### config.mk
export PLATFORM = sky130hd
export DESIGN_NAME = ram_req_seq_flat
export DESIGN_NICKNAME = d
export VERILOG_FILES = /design/src/rtl/ram_seq_pkg.sv /design/src/rtl/ram_req_seq_if.sv /design/src/rtl/ram_req_seq_sync2.sv /design/src/rtl/ram_req_seq.sv /design/src/flat_wrapper.sv
export SDC_FILE = /design/constraint.sdc
export NUM_CORES = 1
export LEC_CHECK = 0
export BUFFER_PORTS_ARGS = -buffer_cell sky130_fd_sc_hd__buf_2
export CAP_MARGIN = 25
export CELL_PAD_IN_SITES_DETAIL_PLACEMENT = 0
export CELL_PAD_IN_SITES_GLOBAL_PLACEMENT = 2
export CORE_MARGIN = 4
export CORE_UTILIZATION = 31
export DETAILED_ROUTE_END_ITERATION = 8
export PLACE_DENSITY_LB_ADDON = 0.1
export SETUP_SLACK_MARGIN = 0.2
export SKIP_CTS_REPAIR_TIMING = 1
export SLEW_MARGIN = 20
export SYNTH_ARGS = -nofsm -noshare
export SYNTH_HDL_FRONTEND = slang
export SYNTH_SLANG_ARGS = --single-unit
### constraint.sdc
create_clock -name clk -period 3.63 [get_ports clk]
set_clock_uncertainty 0.2 [all_clocks]
set_input_delay 0.1815 -clock clk [delete_from_list [all_inputs] [get_ports clk]]
set_output_delay 0.1815 -clock clk [all_outputs]
set_load 0.02 [all_outputs]
### src/rtl/ram_seq_pkg.sv
// Shared types and defaults for the PSRAM request sequencer.
package ram_seq_pkg;

  // Sequencer states
  typedef enum logic [2:0] {
    ST_WAIT_INIT = 3'd0,
    ST_IDLE      = 3'd1,
    ST_READ      = 3'd2,
    ST_WRITE     = 3'd3,
    ST_GAP       = 3'd4
  } seq_state_t;

  // Default timing, in clk cycles
  localparam int DEF_RD_HOLD = 24;
  localparam int DEF_WR_HOLD = 24;
  localparam int DEF_GAP     = 8;

  // A byte write copies the low byte onto both lanes, so whichever lane
  // ram_addr[0] selects carries the byte. A word passes through unchanged.
  function automatic logic [15:0] lane_dup(input logic byte_en, input logic [15:0] wdata);
    return byte_en ? {wdata[7:0], wdata[7:0]} : wdata;
  endfunction

endpackage

### src/rtl/ram_req_seq_if.sv
// Bus bundle between the requester/PSRAM side and the request sequencer.
// slave  : the sequencer itself.
// master : the environment around it (CPU requester plus PSRAM data return).
interface ram_req_seq_if;
  logic        cpu_req;
  logic        cpu_we;
  logic        cpu_byte;
  logic [21:0] cpu_addr;
  logic [15:0] cpu_wdata;
  logic [15:0] cpu_rdata;
  logic        cpu_ack;
  logic        cpu_busy;

  logic        ram_read;
  logic        ram_write;
  logic        ram_byte;
  logic [21:0] ram_addr;
  logic [15:0] ram_wdata;
  logic [15:0] ram_rdata;

  modport slave (
    input  cpu_req, cpu_we, cpu_byte, cpu_addr, cpu_wdata, ram_rdata,
    output cpu_rdata, cpu_ack, cpu_busy,
           ram_read, ram_write, ram_byte, ram_addr, ram_wdata
  );

  modport master (
    output cpu_req, cpu_we, cpu_byte, cpu_addr, cpu_wdata, ram_rdata,
    input  cpu_rdata, cpu_ack, cpu_busy,
           ram_read, ram_write, ram_byte, ram_addr, ram_wdata
  );
endinterface

### src/rtl/ram_req_seq_sync2.sv
// Two-flop synchroniser for a slow asynchronous level, reset to 0.
module sync2 (
  input  logic clk,
  input  logic rst,
  input  logic d,
  output logic q
);

  logic meta_q;
  logic sync_q;

  // Two back-to-back flops; meta_q is allowed to go metastable
  always_ff @(posedge clk or posedge rst) begin
    if (rst) begin
      meta_q <= 1'b0;
      sync_q <= 1'b0;
    end else begin
      meta_q <= d;
      sync_q <= meta_q;
    end
  end

  assign q = sync_q;

endmodule

### src/rtl/ram_req_seq.sv
// PSRAM request sequencer: accepts one CPU request at a time, holds
// ram_read/ram_write for a fixed number of cycles, then forces an idle gap
// so the PSRAM controller returns to idle before the next operation.
// Optional build macro: RAM_SEQ_POSTED_WR_EN -- acknowledge writes in the
// cycle after acceptance instead of after the write strobe completes.
module ram_req_seq
  import ram_seq_pkg::*;
#(
  parameter int RD_HOLD = DEF_RD_HOLD,
  parameter int WR_HOLD = DEF_WR_HOLD,
  parameter int GAP     = DEF_GAP
) (
  input  logic           clk,
  input  logic           rst,
  input  logic           init,
  ram_req_seq_if.slave   bus
);

`ifdef RAM_SEQ_POSTED_WR_EN
  localparam bit POSTED_WR = 1'b1;
`else
  localparam bit POSTED_WR = 1'b0;
`endif

  // Counter load values: the counter reaches zero in the last cycle of a phase
  localparam logic [7:0] RD_LOAD  = 8'(RD_HOLD - 1);
  localparam logic [7:0] WR_LOAD  = 8'(WR_HOLD - 1);
  localparam logic [7:0] GAP_LOAD = 8'(GAP - 1);

  logic        init_s;

  seq_state_t  state_q,     state_d;
  logic [7:0]  cnt_q,       cnt_d;
  logic [15:0] cpu_rdata_q, cpu_rdata_d;
  logic        cpu_ack_q,   cpu_ack_d;
  logic        cpu_busy_q,  cpu_busy_d;
  logic        ram_read_q,  ram_read_d;
  logic        ram_write_q, ram_write_d;
  logic        ram_byte_q,  ram_byte_d;
  logic [21:0] ram_addr_q,  ram_addr_d;
  logic [15:0] ram_wdata_q, ram_wdata_d;

  sync2 u_init_sync (
    .clk (clk),
    .rst (rst),
    .d   (init),
    .q   (init_s)
  );

  // Next-state and next-output logic; every output comes straight from a flop
  always_comb begin
    state_d     = state_q;
    cnt_d       = cnt_q;
    cpu_rdata_d = cpu_rdata_q;
    cpu_ack_d   = 1'b0;
    cpu_busy_d  = cpu_busy_q;
    ram_read_d  = ram_read_q;
    ram_write_d = ram_write_q;
    ram_byte_d  = ram_byte_q;
    ram_addr_d  = ram_addr_q;
    ram_wdata_d = ram_wdata_q;

    case (state_q)
      ST_WAIT_INIT: begin
        if (init_s) state_d = ST_IDLE;
      end

      ST_IDLE: begin
        if (!init_s) begin
          state_d = ST_WAIT_INIT;
        end else if (bus.cpu_req) begin
          ram_addr_d  = bus.cpu_addr;
          ram_byte_d  = bus.cpu_byte;
          ram_wdata_d = lane_dup(bus.cpu_byte, bus.cpu_wdata);
          cpu_busy_d  = 1'b1;
          if (bus.cpu_we) begin
            state_d     = ST_WRITE;
            ram_write_d = 1'b1;
            cnt_d       = WR_LOAD;
            cpu_ack_d   = POSTED_WR;
          end else begin
            state_d    = ST_READ;
            ram_read_d = 1'b1;
            cnt_d      = RD_LOAD;
          end
        end
      end

      ST_READ: begin
        if (cnt_q == 8'd0) begin
          ram_read_d  = 1'b0;
          cpu_rdata_d = bus.ram_rdata;
          cpu_ack_d   = 1'b1;
          state_d     = ST_GAP;
          cnt_d       = GAP_LOAD;
        end else begin
          cnt_d = cnt_q - 8'd1;
        end
      end

      ST_WRITE: begin
        if (cnt_q == 8'd0) begin
          ram_write_d = 1'b0;
          cpu_ack_d   = !POSTED_WR;
          state_d     = ST_GAP;
          cnt_d       = GAP_LOAD;
        end else begin
          cnt_d = cnt_q - 8'd1;
        end
      end

      ST_GAP: begin
        if (cnt_q == 8'd0) begin
          cpu_busy_d = 1'b0;
          state_d    = init_s ? ST_IDLE : ST_WAIT_INIT;
        end else begin
          cnt_d = cnt_q - 8'd1;
        end
      end

      default: begin
        state_d     = ST_WAIT_INIT;
        ram_read_d  = 1'b0;
        ram_write_d = 1'b0;
        cpu_busy_d  = 1'b0;
      end
    endcase
  end

  // State, counter and output registers; reset drops the strobes immediately
  always_ff @(posedge clk or posedge rst) begin
    if (rst) begin
      state_q     <= ST_WAIT_INIT;
      cnt_q       <= 8'd0;
      cpu_rdata_q <= 16'd0;
      cpu_ack_q   <= 1'b0;
      cpu_busy_q  <= 1'b0;
      ram_read_q  <= 1'b0;
      ram_write_q <= 1'b0;
      ram_byte_q  <= 1'b0;
      ram_addr_q  <= 22'd0;
      ram_wdata_q <= 16'd0;
    end else begin
      state_q     <= state_d;
      cnt_q       <= cnt_d;
      cpu_rdata_q <= cpu_rdata_d;
      cpu_ack_q   <= cpu_ack_d;
      cpu_busy_q  <= cpu_busy_d;
      ram_read_q  <= ram_read_d;
      ram_write_q <= ram_write_d;
      ram_byte_q  <= ram_byte_d;
      ram_addr_q  <= ram_addr_d;
      ram_wdata_q <= ram_wdata_d;
    end
  end

  assign bus.cpu_rdata = cpu_rdata_q;
  assign bus.cpu_ack   = cpu_ack_q;
  assign bus.cpu_busy  = cpu_busy_q;
  assign bus.ram_read  = ram_read_q;
  assign bus.ram_write = ram_write_q;
  assign bus.ram_byte  = ram_byte_q;
  assign bus.ram_addr  = ram_addr_q;
  assign bus.ram_wdata = ram_wdata_q;

endmodule

### src/flat_wrapper.sv
// flat-port wrapper written by rule: the top's interface ports become plain ports
module ram_req_seq_flat import ram_seq_pkg::*;
#(
  parameter int RD_HOLD = DEF_RD_HOLD,
  parameter int WR_HOLD = DEF_WR_HOLD,
  parameter int GAP     = DEF_GAP
)
  (clk, rst, init, bus_cpu_req, bus_cpu_we, bus_cpu_byte, bus_cpu_addr, bus_cpu_wdata, bus_ram_rdata, bus_cpu_rdata, bus_cpu_ack, bus_cpu_busy, bus_ram_read, bus_ram_write, bus_ram_byte, bus_ram_addr, bus_ram_wdata);
  ram_req_seq_if bus_i ();
  input  logic clk;
  input  logic rst;
  input  logic init;
  input wire logic [$bits(bus_i.cpu_req)-1:0] bus_cpu_req;
  input wire logic [$bits(bus_i.cpu_we)-1:0] bus_cpu_we;
  input wire logic [$bits(bus_i.cpu_byte)-1:0] bus_cpu_byte;
  input wire logic [$bits(bus_i.cpu_addr)-1:0] bus_cpu_addr;
  input wire logic [$bits(bus_i.cpu_wdata)-1:0] bus_cpu_wdata;
  input wire logic [$bits(bus_i.ram_rdata)-1:0] bus_ram_rdata;
  output wire logic [$bits(bus_i.cpu_rdata)-1:0] bus_cpu_rdata;
  output wire logic [$bits(bus_i.cpu_ack)-1:0] bus_cpu_ack;
  output wire logic [$bits(bus_i.cpu_busy)-1:0] bus_cpu_busy;
  output wire logic [$bits(bus_i.ram_read)-1:0] bus_ram_read;
  output wire logic [$bits(bus_i.ram_write)-1:0] bus_ram_write;
  output wire logic [$bits(bus_i.ram_byte)-1:0] bus_ram_byte;
  output wire logic [$bits(bus_i.ram_addr)-1:0] bus_ram_addr;
  output wire logic [$bits(bus_i.ram_wdata)-1:0] bus_ram_wdata;
  assign bus_i.cpu_req = bus_cpu_req;
  assign bus_i.cpu_we = bus_cpu_we;
  assign bus_i.cpu_byte = bus_cpu_byte;
  assign bus_i.cpu_addr = bus_cpu_addr;
  assign bus_i.cpu_wdata = bus_cpu_wdata;
  assign bus_i.ram_rdata = bus_ram_rdata;
  assign bus_cpu_rdata = bus_i.cpu_rdata;
  assign bus_cpu_ack = bus_i.cpu_ack;
  assign bus_cpu_busy = bus_i.cpu_busy;
  assign bus_ram_read = bus_i.ram_read;
  assign bus_ram_write = bus_i.ram_write;
  assign bus_ram_byte = bus_i.ram_byte;
  assign bus_ram_addr = bus_i.ram_addr;
  assign bus_ram_wdata = bus_i.ram_wdata;
  ram_req_seq #(.RD_HOLD(RD_HOLD), .WR_HOLD(WR_HOLD), .GAP(GAP)) u_core (.clk(clk), .rst(rst), .init(init), .bus(bus_i));
endmodule
==> flow_metrics.tcl <==
set metrics [dict create \
    status "finished, violations left" \
    failed_checks "negative hold slack" \
    ys_seq_elements 72 \
    final_nets 534 \
    cts.clk_slew.worst_paths_ns 0.08 \
    path_max_fanout 16 \
    crit_start "u_core.cnt_q[0]" \
    dp_cells 538 \
    die-width_um 108.3 \
    synth-async-reset-ratio 1.000 \
    cts_root_buf "clkbuf_8" \
    grt_usage 0.1434 \
    grt_pass1_wl_mm 13.08 \
    worst_pin_slew_ns 0.8255 \
    rows 36 \
    cp.arrival_ns 2.34 \
    finalInstanceArea_mm2 0.004667 \
    reg2reg_from "u_core.cnt_q[0]" \
    clk_latency_ns 0.34 \
    cap_violations 0 \
    ys.flop_type "dfrtp_1" \
    p_clk_frac 0.222 \
    drtAntennaViolNets 0 \
    place_ws_ns 1.316 \
    initial_utilization 0.3191 \
    post_drt_wl_per_cell_um 13.54 \
    final.setup.tns_ns 0 \
    netlist-cell-type-count 42 \
    ys_top_cells_by_area "dfrtp_1, nand2_1, mux2_4" \
    p_int_mw 2.302 \
    syn_area_per_cell_um2 10.43 \
    hold_path.class "primary input to flop" \
    synth_nets 360 \
    cts_tree "built" \
    rsz0062_at_grt "no" \
    finalHoldViolCount 1 \
    dpl.hpwl_mm 5.460 \
    ctsHtreeMaxLevel 3 \
    clkSinkCount 72 \
    fin_util 0.4775 \
    die_h_um 108.3 \
    synth_top_cell_area_share 0.5776 \
    routed-via-count 2713 \
    drive_above_1_share 0.3347 \
    powerDensity_mw_per_mm2 800.5 \
    syn_inst 299 \
    critPathKind "flop to flop" \
    synth.most_common_cell "nand2_1" \
    slew_viol_final 0 \
    ys_warn_count 0 \
    cts_buffers 9 \
    area_growth_pct 49.62 \
    cts_max_path_buffers 2 \
    synth_area_leader_cell "dfrtp_1" \
    ys_seq_area_frac 0.5776 \
    synth_commonest_cells "nand2_1, dfrtp_1, clkbuf_1" \
    drt_first_pass_iters 4 \
    setup_ws_ns 1.312 \
    core_area_mm2 0.009774 \
    ir_drop_v 0.0003383 \
    power.total_mw 3.736 \
    port_buffers 118 \
    combPwrFrac 0.399 \
    min_period_ns 2.318 \
    antenna_cells 0 \
    power.switching_mw 1.434 \
    grt_pass1_vias 2482 \
    io_pins 119 \
    dieArea_mm2 0.01173 \
    timing.slew.headroom 0.4489 \
    cp-end-kind "flop" \
    fmax_mhz 431.4 \
    synth_area_mm2 0.003119 \
    synth_edf_count 0 \
    antenna_found_initial 0 \
    p_sw_frac 0.3839 \
    place_area_mm2 0.003836 \
    period_share 0.6386 \
    pwr-share-seq 0.379 \
    grt_max_degree 53 \
    finalNonFillerCells 611 \
    cp-start-kind "flop" \
    drt_iter0_drc 59 \
    finalWeightedCongestion 0.7808 \
    viasPerCell 4.440 \
    finalSetupViolCount 0 \
    whs_ns -0.007152 \
    hp-start "bus_cpu_byte" \
    routed_wl_mm 8.270 \
    p_leak_nw 2.441 \
    overflow 0 \
    drc 0 \
    crit_required_ns 3.65 \
    fill_cells 950 \
]
-- registers in the layout, summed over array words and instances, names as in the netlist --
name	cells
u_core.bus.cpu_busy	1
u_core.state_q	3
u_core.u_init_sync.q	1
u_core.bus.ram_write	1
u_core.bus.cpu_ack	1
u_core.u_init_sync.meta_q	1
u_core.cnt_q	8
u_core.bus.ram_wdata	16
u_core.bus.ram_read	1
u_core.bus.ram_addr	22
u_core.bus.ram_byte	1
u_core.bus.cpu_rdata	16
-- routing by layer --
layer  global-route usage  share of wire  wire, um
met3              0.05194          0.061       506
met4              0.05591          0.014       113
met5                    0              0         0
met1               0.1999           0.46      3808
met2               0.2025           0.46      3842
-- path summary, 6_finish.rpt --
check / endpoint / slack (ns) / depth (start not counted)
worst max-delay path: u_core.bus.cpu_rdata[5] / 1.31 / 6
worst min-delay path: u_core.bus.ram_byte / -0.007 / 3
worst max register to register: u_core.bus.cpu_rdata[5] / 1.31 / 6
worst min register to register: u_core.u_init_sync.q / 0.16 / 0
max in group asynchronous: u_core.bus.cpu_rdata[14] / 2.12 / 4
min in group asynchronous: u_core.bus.ram_wdata[3] / 0.34 / 3
-- cells in the final DEF (no fill, tap or decap), types with 3 or more instances in the layout --
master,n
dfrtp_1,72
a21oi_1,4
bufinv_16,4
mux2i_1,10
nor2b_1,4
mux2_4,10
buf_4,4
mux2_2,6
dlygate4sd3_1,57
nand2_1,110
a21o_1,3
nand3_1,5
clkbuf_8,9
inv_1,7
o21ai_0,10
buf_2,118
a32o_1,3
-- critical path: stages (launching register included) --
cell     delay, ns
dfrtp_1       0.39
inv_1         0.08
ha_1          0.19
or3b_2        0.55
nor2_8        0.13
nand3_4       0.26
mux2_4        0.39
-- power by group through the flow --
stage	clock, mW	sequential (mW)	combinational [mW]
2_1_floorplan	0	1.79	0.600
3_3_place_gp	0	1.42	1.46
3_5_place_dp	0	1.42	1.47
4_1_cts	0.856	1.41	1.46
5_1_grt	0.894	1.47	1.65
6_report	0.831	1.42	1.49
-- area by class of cell --
class | count | area (um^2) | area share
Sequential cell | 72 | 1802 | 0.3861
Multi-Input combinational cell | 203 | 1217 | 0.2609
Timing Repair Buffer | 179 | 1191 | 0.2552
Tap cell | 133 | 166.4 | 0.03566
Clock buffer | 11 | 131.4 | 0.02815
Clock inverter | 5 | 128.9 | 0.02761
Inverter | 8 | 30.03 | 0.006434
-- cell families (layout without fill, tap and decap cells) --
logic type | Yosys count | count (layout) | share of synthesized area
AOI/OAI and AO/OA | 38 | 38 | 0.08424
adders and majority gates | 1 | 1 | 0.004011
buffers and inverters | 24 | 203 | 0.03409
and+or+nand+nor | 138 | 138 | 0.1982
DFF | 72 | 72 | 0.5776
muxes | 26 | 26 | 0.1019
(Power assumes the default switching activity.)
